File: src/rtl/int_request_ctrl_pkg.sv
// rtl/int_request_ctrl_pkg.sv - shared state encoding and sequence-length constants for the interrupt front-end
package int_pkg;

    typedef enum logic [1:0] {
        IDLE = 2'd0,
        ARM  = 2'd1,
        FIRE = 2'd2,
        BUSY = 2'd3
    } int_state_e;

    localparam int INT_NUM_SRC     = 4;
    // Also consumed by the call sequencer so both sides agree on push/jump length.
    localparam int INT_BUSY_CYCLES = 6;

    function automatic int vec_width(input int n);
        return (n > 1) ? $clog2(n) : 1;
    endfunction

endpackage

File: src/rtl/int_request_ctrl_if.sv
// rtl/int_request_ctrl_if.sv - request lines, pipeline qualifiers and trigger/status outputs of the interrupt front-end
interface int_request_ctrl_if #(
    parameter int NUM_SRC = 4,
    parameter int VEC_W   = 2
);
    logic [NUM_SRC-1:0] irq;
    logic               int_en;
    logic               safe_point;
    logic               int_signal;
    logic [VEC_W-1:0]   int_vector;
    logic               int_busy;
    logic [NUM_SRC-1:0] pending;

    modport master (
        output irq, int_en, safe_point,
        input  int_signal, int_vector, int_busy, pending
    );

    modport slave (
        input  irq, int_en, safe_point,
        output int_signal, int_vector, int_busy, pending
    );
endinterface

File: src/rtl/int_request_ctrl_edge.sv
// rtl/int_request_ctrl_edge.sv - rising-edge capture of interrupt lines into a pending register
module irq_edge_detect
    import int_pkg::*;
#(
    parameter int NUM_SRC = INT_NUM_SRC,
    parameter int IDX_W   = vec_width(NUM_SRC)
) (
    input  logic               clk,
    input  logic               rst,
    input  logic [NUM_SRC-1:0] irq_i,
    input  logic               clr_i,
    input  logic [IDX_W-1:0]   clr_idx_i,
    output logic [NUM_SRC-1:0] pending_o
);

    logic [NUM_SRC-1:0] irq_prev_q;
    logic [NUM_SRC-1:0] pending_q;
    logic [NUM_SRC-1:0] pending_d;
    logic [NUM_SRC-1:0] rise;
    logic [NUM_SRC-1:0] clr_mask;

    always_comb begin
        clr_mask = '0;
        for (int i = 0; i < NUM_SRC; i++) begin
            clr_mask[i] = clr_i && (clr_idx_i == IDX_W'(i));
        end
    end

    // A fresh edge on the bit being serviced is a new request, so set wins.
    assign rise      = irq_i & ~irq_prev_q;
    assign pending_d = (pending_q & ~clr_mask) | rise;

    always_ff @(posedge clk or negedge rst) begin
        if (!rst) begin
            irq_prev_q <= '0;
            pending_q  <= '0;
        end else begin
            irq_prev_q <= irq_i;
            pending_q  <= pending_d;
        end
    end

    assign pending_o = pending_q;

endmodule

File: src/rtl/int_request_ctrl.sv
// rtl/int_request_ctrl.sv - fixed-priority interrupt arbiter that waits for a safe point and blocks while the sequencer runs
module int_request_ctrl
    import int_pkg::*;
#(
    parameter int NUM_SRC     = INT_NUM_SRC,
    parameter int VEC_W       = vec_width(NUM_SRC),
    parameter int BUSY_CYCLES = INT_BUSY_CYCLES
) (
    input  logic             clk,
    input  logic             rst,
    int_request_ctrl_if.slave bus
);

    localparam int CNT_W = $clog2(BUSY_CYCLES + 1);

    int_state_e         state_q;
    logic [VEC_W-1:0]   vec_q;
    logic [CNT_W-1:0]   cnt_q;
    logic               signal_q;
    logic               busy_q;
    logic [NUM_SRC-1:0] pending;
    logic [VEC_W-1:0]   winner;
    logic               clr;

    irq_edge_detect #(
        .NUM_SRC (NUM_SRC),
        .IDX_W   (VEC_W)
    ) u_edge (
        .clk       (clk),
        .rst       (rst),
        .irq_i     (bus.irq),
        .clr_i     (clr),
        .clr_idx_i (vec_q),
        .pending_o (pending)
    );

    always_comb begin
        winner = '0;
        for (int i = NUM_SRC - 1; i >= 0; i--) begin
            if (pending[i]) winner = VEC_W'(i);
        end
    end

    assign clr = (state_q == ARM) && bus.int_en && bus.safe_point;

    always_ff @(posedge clk or negedge rst) begin
        if (!rst) begin
            state_q  <= IDLE;
            vec_q    <= '0;
            cnt_q    <= '0;
            signal_q <= 1'b0;
            busy_q   <= 1'b0;
        end else begin
            signal_q <= 1'b0;
            case (state_q)
                IDLE: begin
                    if ((|pending) && bus.int_en) begin
                        vec_q   <= winner;
                        state_q <= ARM;
                        busy_q  <= 1'b1;
                    end
                end
                ARM: begin
                    // Dropping enable abandons the pick; the request stays pending.
                    if (!bus.int_en) begin
                        state_q <= IDLE;
                        busy_q  <= 1'b0;
                    end else if (bus.safe_point) begin
                        state_q  <= FIRE;
                        signal_q <= 1'b1;
                    end
                end
                FIRE: begin
                    cnt_q   <= CNT_W'(BUSY_CYCLES);
                    state_q <= BUSY;
                end
                BUSY: begin
                    cnt_q <= cnt_q - CNT_W'(1);
                    if (cnt_q == CNT_W'(1)) begin
                        state_q <= IDLE;
                        busy_q  <= 1'b0;
                    end
                end
                default: state_q <= IDLE;
            endcase
        end
    end

    assign bus.int_signal = signal_q;
    assign bus.int_vector = vec_q;
    assign bus.int_busy   = busy_q;
    assign bus.pending    = pending;

endmodule

File: src/flat_wrapper.sv
// flat-port wrapper written by rule: the top's interface ports become plain ports
module int_request_ctrl_flat import int_pkg::*;
#(
    parameter int NUM_SRC     = INT_NUM_SRC,
    parameter int VEC_W       = vec_width(NUM_SRC),
    parameter int BUSY_CYCLES = INT_BUSY_CYCLES
)
  (clk, rst, bus_irq, bus_int_en, bus_safe_point, bus_int_signal, bus_int_vector, bus_int_busy, bus_pending);
  int_request_ctrl_if #(.NUM_SRC(NUM_SRC), .VEC_W(VEC_W)) bus_i ();
  input  logic clk;
  input  logic rst;
  input wire logic [$bits(bus_i.irq)-1:0] bus_irq;
  input wire logic [$bits(bus_i.int_en)-1:0] bus_int_en;
  input wire logic [$bits(bus_i.safe_point)-1:0] bus_safe_point;
  output wire logic [$bits(bus_i.int_signal)-1:0] bus_int_signal;
  output wire logic [$bits(bus_i.int_vector)-1:0] bus_int_vector;
  output wire logic [$bits(bus_i.int_busy)-1:0] bus_int_busy;
  output wire logic [$bits(bus_i.pending)-1:0] bus_pending;
  assign bus_i.irq = bus_irq;
  assign bus_i.int_en = bus_int_en;
  assign bus_i.safe_point = bus_safe_point;
  assign bus_int_signal = bus_i.int_signal;
  assign bus_int_vector = bus_i.int_vector;
  assign bus_int_busy = bus_i.int_busy;
  assign bus_pending = bus_i.pending;
  int_request_ctrl #(.NUM_SRC(NUM_SRC), .VEC_W(VEC_W), .BUSY_CYCLES(BUSY_CYCLES)) u_core (.clk(clk), .rst(rst), .bus(bus_i));
endmodule
File: config.mk
export PLATFORM = sky130hd
export DESIGN_NAME = int_request_ctrl_flat
export DESIGN_NICKNAME = d
export VERILOG_FILES = /design/src/rtl/int_request_ctrl_pkg.sv /design/src/rtl/int_request_ctrl_if.sv /design/src/rtl/int_request_ctrl_edge.sv /design/src/rtl/int_request_ctrl.sv /design/src/flat_wrapper.sv
export SDC_FILE = /design/constraint.sdc
export NUM_CORES = 1
export LEC_CHECK = 0
export CORE_ASPECT_RATIO = 0.75
export CORE_MARGIN = 3
export CORE_UTILIZATION = 40
export DETAILED_ROUTE_END_ITERATION = 8
export GPL_TIMING_DRIVEN = 0
export PLACE_DENSITY_LB_ADDON = 0.25
export SYNTH_ARGS = -nofsm -noshare
export SYNTH_HDL_FRONTEND = slang
export SYNTH_SLANG_ARGS = --single-unit
File: constraint.sdc
create_clock -name clk -period 1.25 [get_ports clk]
set_input_delay 0.3125 -clock clk [delete_from_list [all_inputs] [get_ports clk]]
set_output_delay 0.3125 -clock clk [all_outputs]
set_load 0.01 [all_outputs]
==> results_dict.tcl <==
set metrics [dict create \
    regToRegSetupSlack_ps -100 \
    post-route-period-util 1.08 \
    wire_per_inst_um 12.7 \
    synthDistinctLibCells 21 \
    yosysWarnings 0 \
    hp-class "register to register" \
    grt_usage 0.149 \
    synth-seq-cells 17 \
    tritoncts "yes" \
    nNetsFinal 113 \
    final_hold_viol_count 0 \
    die_w_um 55.4 \
    place_congestion 0.727 \
    antenna_cells 0 \
    antenna_found_initial 0 \
    clkTransAtPathRegs_ps 90 \
    cap_violations 0 \
    worstSetupEndpointType "register" \
    synth_area_um2 731 \
    syn_inst 70 \
    via_per_inst 5.02 \
    grt_pass1_wl_um 2660 \
    grt_max_degree 18 \
    min_period_ps 1350 \
    htreeDepth 1 \
    critPathMaxFanout 3 \
    dr.pass1.iters 4 \
    violations "negative setup slack" \
    syn_avg_cell_area_um2 10.4 \
    cts_hold_buf 0 \
    finalPower_uw 2040 \
    p_leak_uw 0.000472 \
    die_h_um 43.0 \
    worst_slew_pin_slew_ps 738 \
    place_hpwl_um 1030 \
    skew_ps 6.05 \
    drive_above_1_share 0.314 \
    overflow 0 \
    cts.sinks 17 \
    rsz0062_at_grt "yes" \
    slew_violations 0 \
    critPathKind "register to register" \
    core_um2 1590 \
    vias 617 \
    status "finished, violations left" \
    setup_violations 5 \
    io_pins 16 \
    required_ps 1440 \
    io_buffers 15 \
    relSlewSlack 0.506 \
    grt_pass1_vias 571 \
    rows 12 \
    clock_latency_ps 290 \
    drc 0 \
    synth.net_count 80 \
    ant_nets 0 \
    numCtsBuffers 3 \
    ir_worst_vdd_uv 1150 \
    cts_root_buffer "clkbuf_4" \
    finalWirelength_um 1560 \
    startpoint_type "register" \
    pwr_density_cell_nw_per_um2 1970 \
    start_util 0.459 \
    first_iter_violations 7 \
    pre_cts_ws_ps -389 \
    dieArea_um2 2380 \
    nFillCells 131 \
    ys_seq_area_frac 0.582 \
    area_delta_synth_final_pct 42.0 \
    fin_ws_ps -101 \
    max_freq_ghz 0.740 \
    tns_ps -373 \
    arrival_ps 1540 \
    clock_path_buffers 2 \
]
## where the power goes
group / switching (uW) / internal, uW
combinational: 462 / 467
sequential: 103 / 720
clock: 168 / 124
## worst max-delay path, stage by stage (launching register included)
cell and delay [ps]:
dfrtp_1 410, buf_6 130, or4_4 510, a21oi_2 130, nand2_1 60
## final timing paths
path / from / to / cells after the start
min reg2reg: u_core.u_edge.irq_prev_q[3]$_DFF_PN0_ / u_core.u_edge.pending_o[3]$_DFF_PN0_ / 1
max in group asynchronous: rst / u_core.bus.int_vector[0]$_DFFE_PN0P_ / 1
min in group asynchronous: rst / u_core.u_edge.irq_prev_q[2]$_DFF_PN0_ / 1
max: u_core.u_edge.pending_o[0]$_DFF_PN0_ / u_core.bus.int_busy$_DFFE_PN0P_ / 4
max reg2reg: u_core.u_edge.pending_o[0]$_DFF_PN0_ / u_core.bus.int_busy$_DFFE_PN0P_ / 4
min: u_core.u_edge.irq_prev_q[3]$_DFF_PN0_ / u_core.u_edge.pending_o[3]$_DFF_PN0_ / 1
## sequential cells by signal, summed over array words and instances (netlist names), named ones only
name,flops
u_core.bus.int_signal,1
u_core.u_edge.irq_prev_q,4
u_core.cnt_q,3
u_core.state_q,1
u_core.u_edge.pending_o,4
u_core.bus.int_vector,2
u_core.bus.int_busy,1
## cell families after synthesis
| kind of cell | count (synthesis) | synth area share |
|---|---|---|
| compound gates | 19 | 0.149 |
| fa+ha+maj | 2 | 0.0342 |
| buf+inv | 10 | 0.0548 |
| flops | 17 | 0.582 |
| simple gates | 22 | 0.180 |
## cells in the final DEF, fill, tap and decap left out, types with 2 or more instances in the layout
cell / instances
o21ai_0: 3
nor3_2: 2
clkbuf_2: 2
nand2b_1: 2
ha_1: 2
clkdlybuf4s50_1: 5
a21oi_1: 2
clkbuf_4: 3
dfrtp_1: 15
buf_6: 3
dfrtp_2: 2
buf_4: 11
nand3_1: 2
nor2_1: 4
dlygate4sd2_1: 3
nand2_1: 4
o21ai_1: 7
inv_1: 8
buf_2: 5
nand3b_1: 4
a21oi_2: 2
## synth_stat cells
cell       n  area, um^2
dfrtp_1   17         425
o21ai_0   10        50.1
inv_1      8        30.0
a21oi_1    4        20.0
nand2_1    4        15.0
nand3b_1   4        30.0
nor2_1     4        15.0
buf_2      2        10.0
ha_1       2        25.0
nand2b_1   2        12.5
nand3_1    2        10.0
nor3_1     2        10.0
a211oi_1   1        7.51
a31oi_1    1        6.26
nand4b_1   1        8.76
nor2b_1    1        6.26
nor3b_2    1        12.5
o211a_1    1        10.0
o21a_1     1        7.51
o31ai_1    1        7.51
or4_4      1        11.3
## metrics by stage
step | std cells | instance area, um^2 | hold slack, ps | utilization
3_5_place_dp | 106 | 920 | 411 | 0.578
4_1_cts | 119 | 1020 | 413 | 0.640
5_1_grt | 123 | 1040 | 437 | 0.652
3_3_place_gp | 106 | 920 | 403 | 0.578
6_report | 123 | 1040 | 408 | 0.652
2_1_floorplan | 70 | 743 | 16.9 | -
## routing by layer
metal  share of wire  global-route usage
met5               0                   0
met4           0.026              0.0583
met3           0.072              0.0729
met2            0.46               0.224
met1            0.45               0.183
## cell type report
cell class / instances / area, um^2 / share of cell area
Buffer: 2 / 16.3 / 0.0157
Multi-Input combinational cell: 43 / 289 / 0.279
Inverter: 8 / 30.0 / 0.0290
Tap cell: 21 / 26.3 / 0.0253
Timing Repair Buffer: 28 / 221 / 0.214
Sequential cell: 17 / 428 / 0.413
Clock buffer: 4 / 26.3 / 0.0253
## what timing repair did
| action | CTS | global route |
|---|---|---|
| setup buffers | 9 | 4 |
| endpoints found under the setup margin | 16 | 12 |
| pin swaps | 5 | 7 |
| resized for setup | 32 | 10 |
Note: power is estimated with default switching activity, not from simulation.
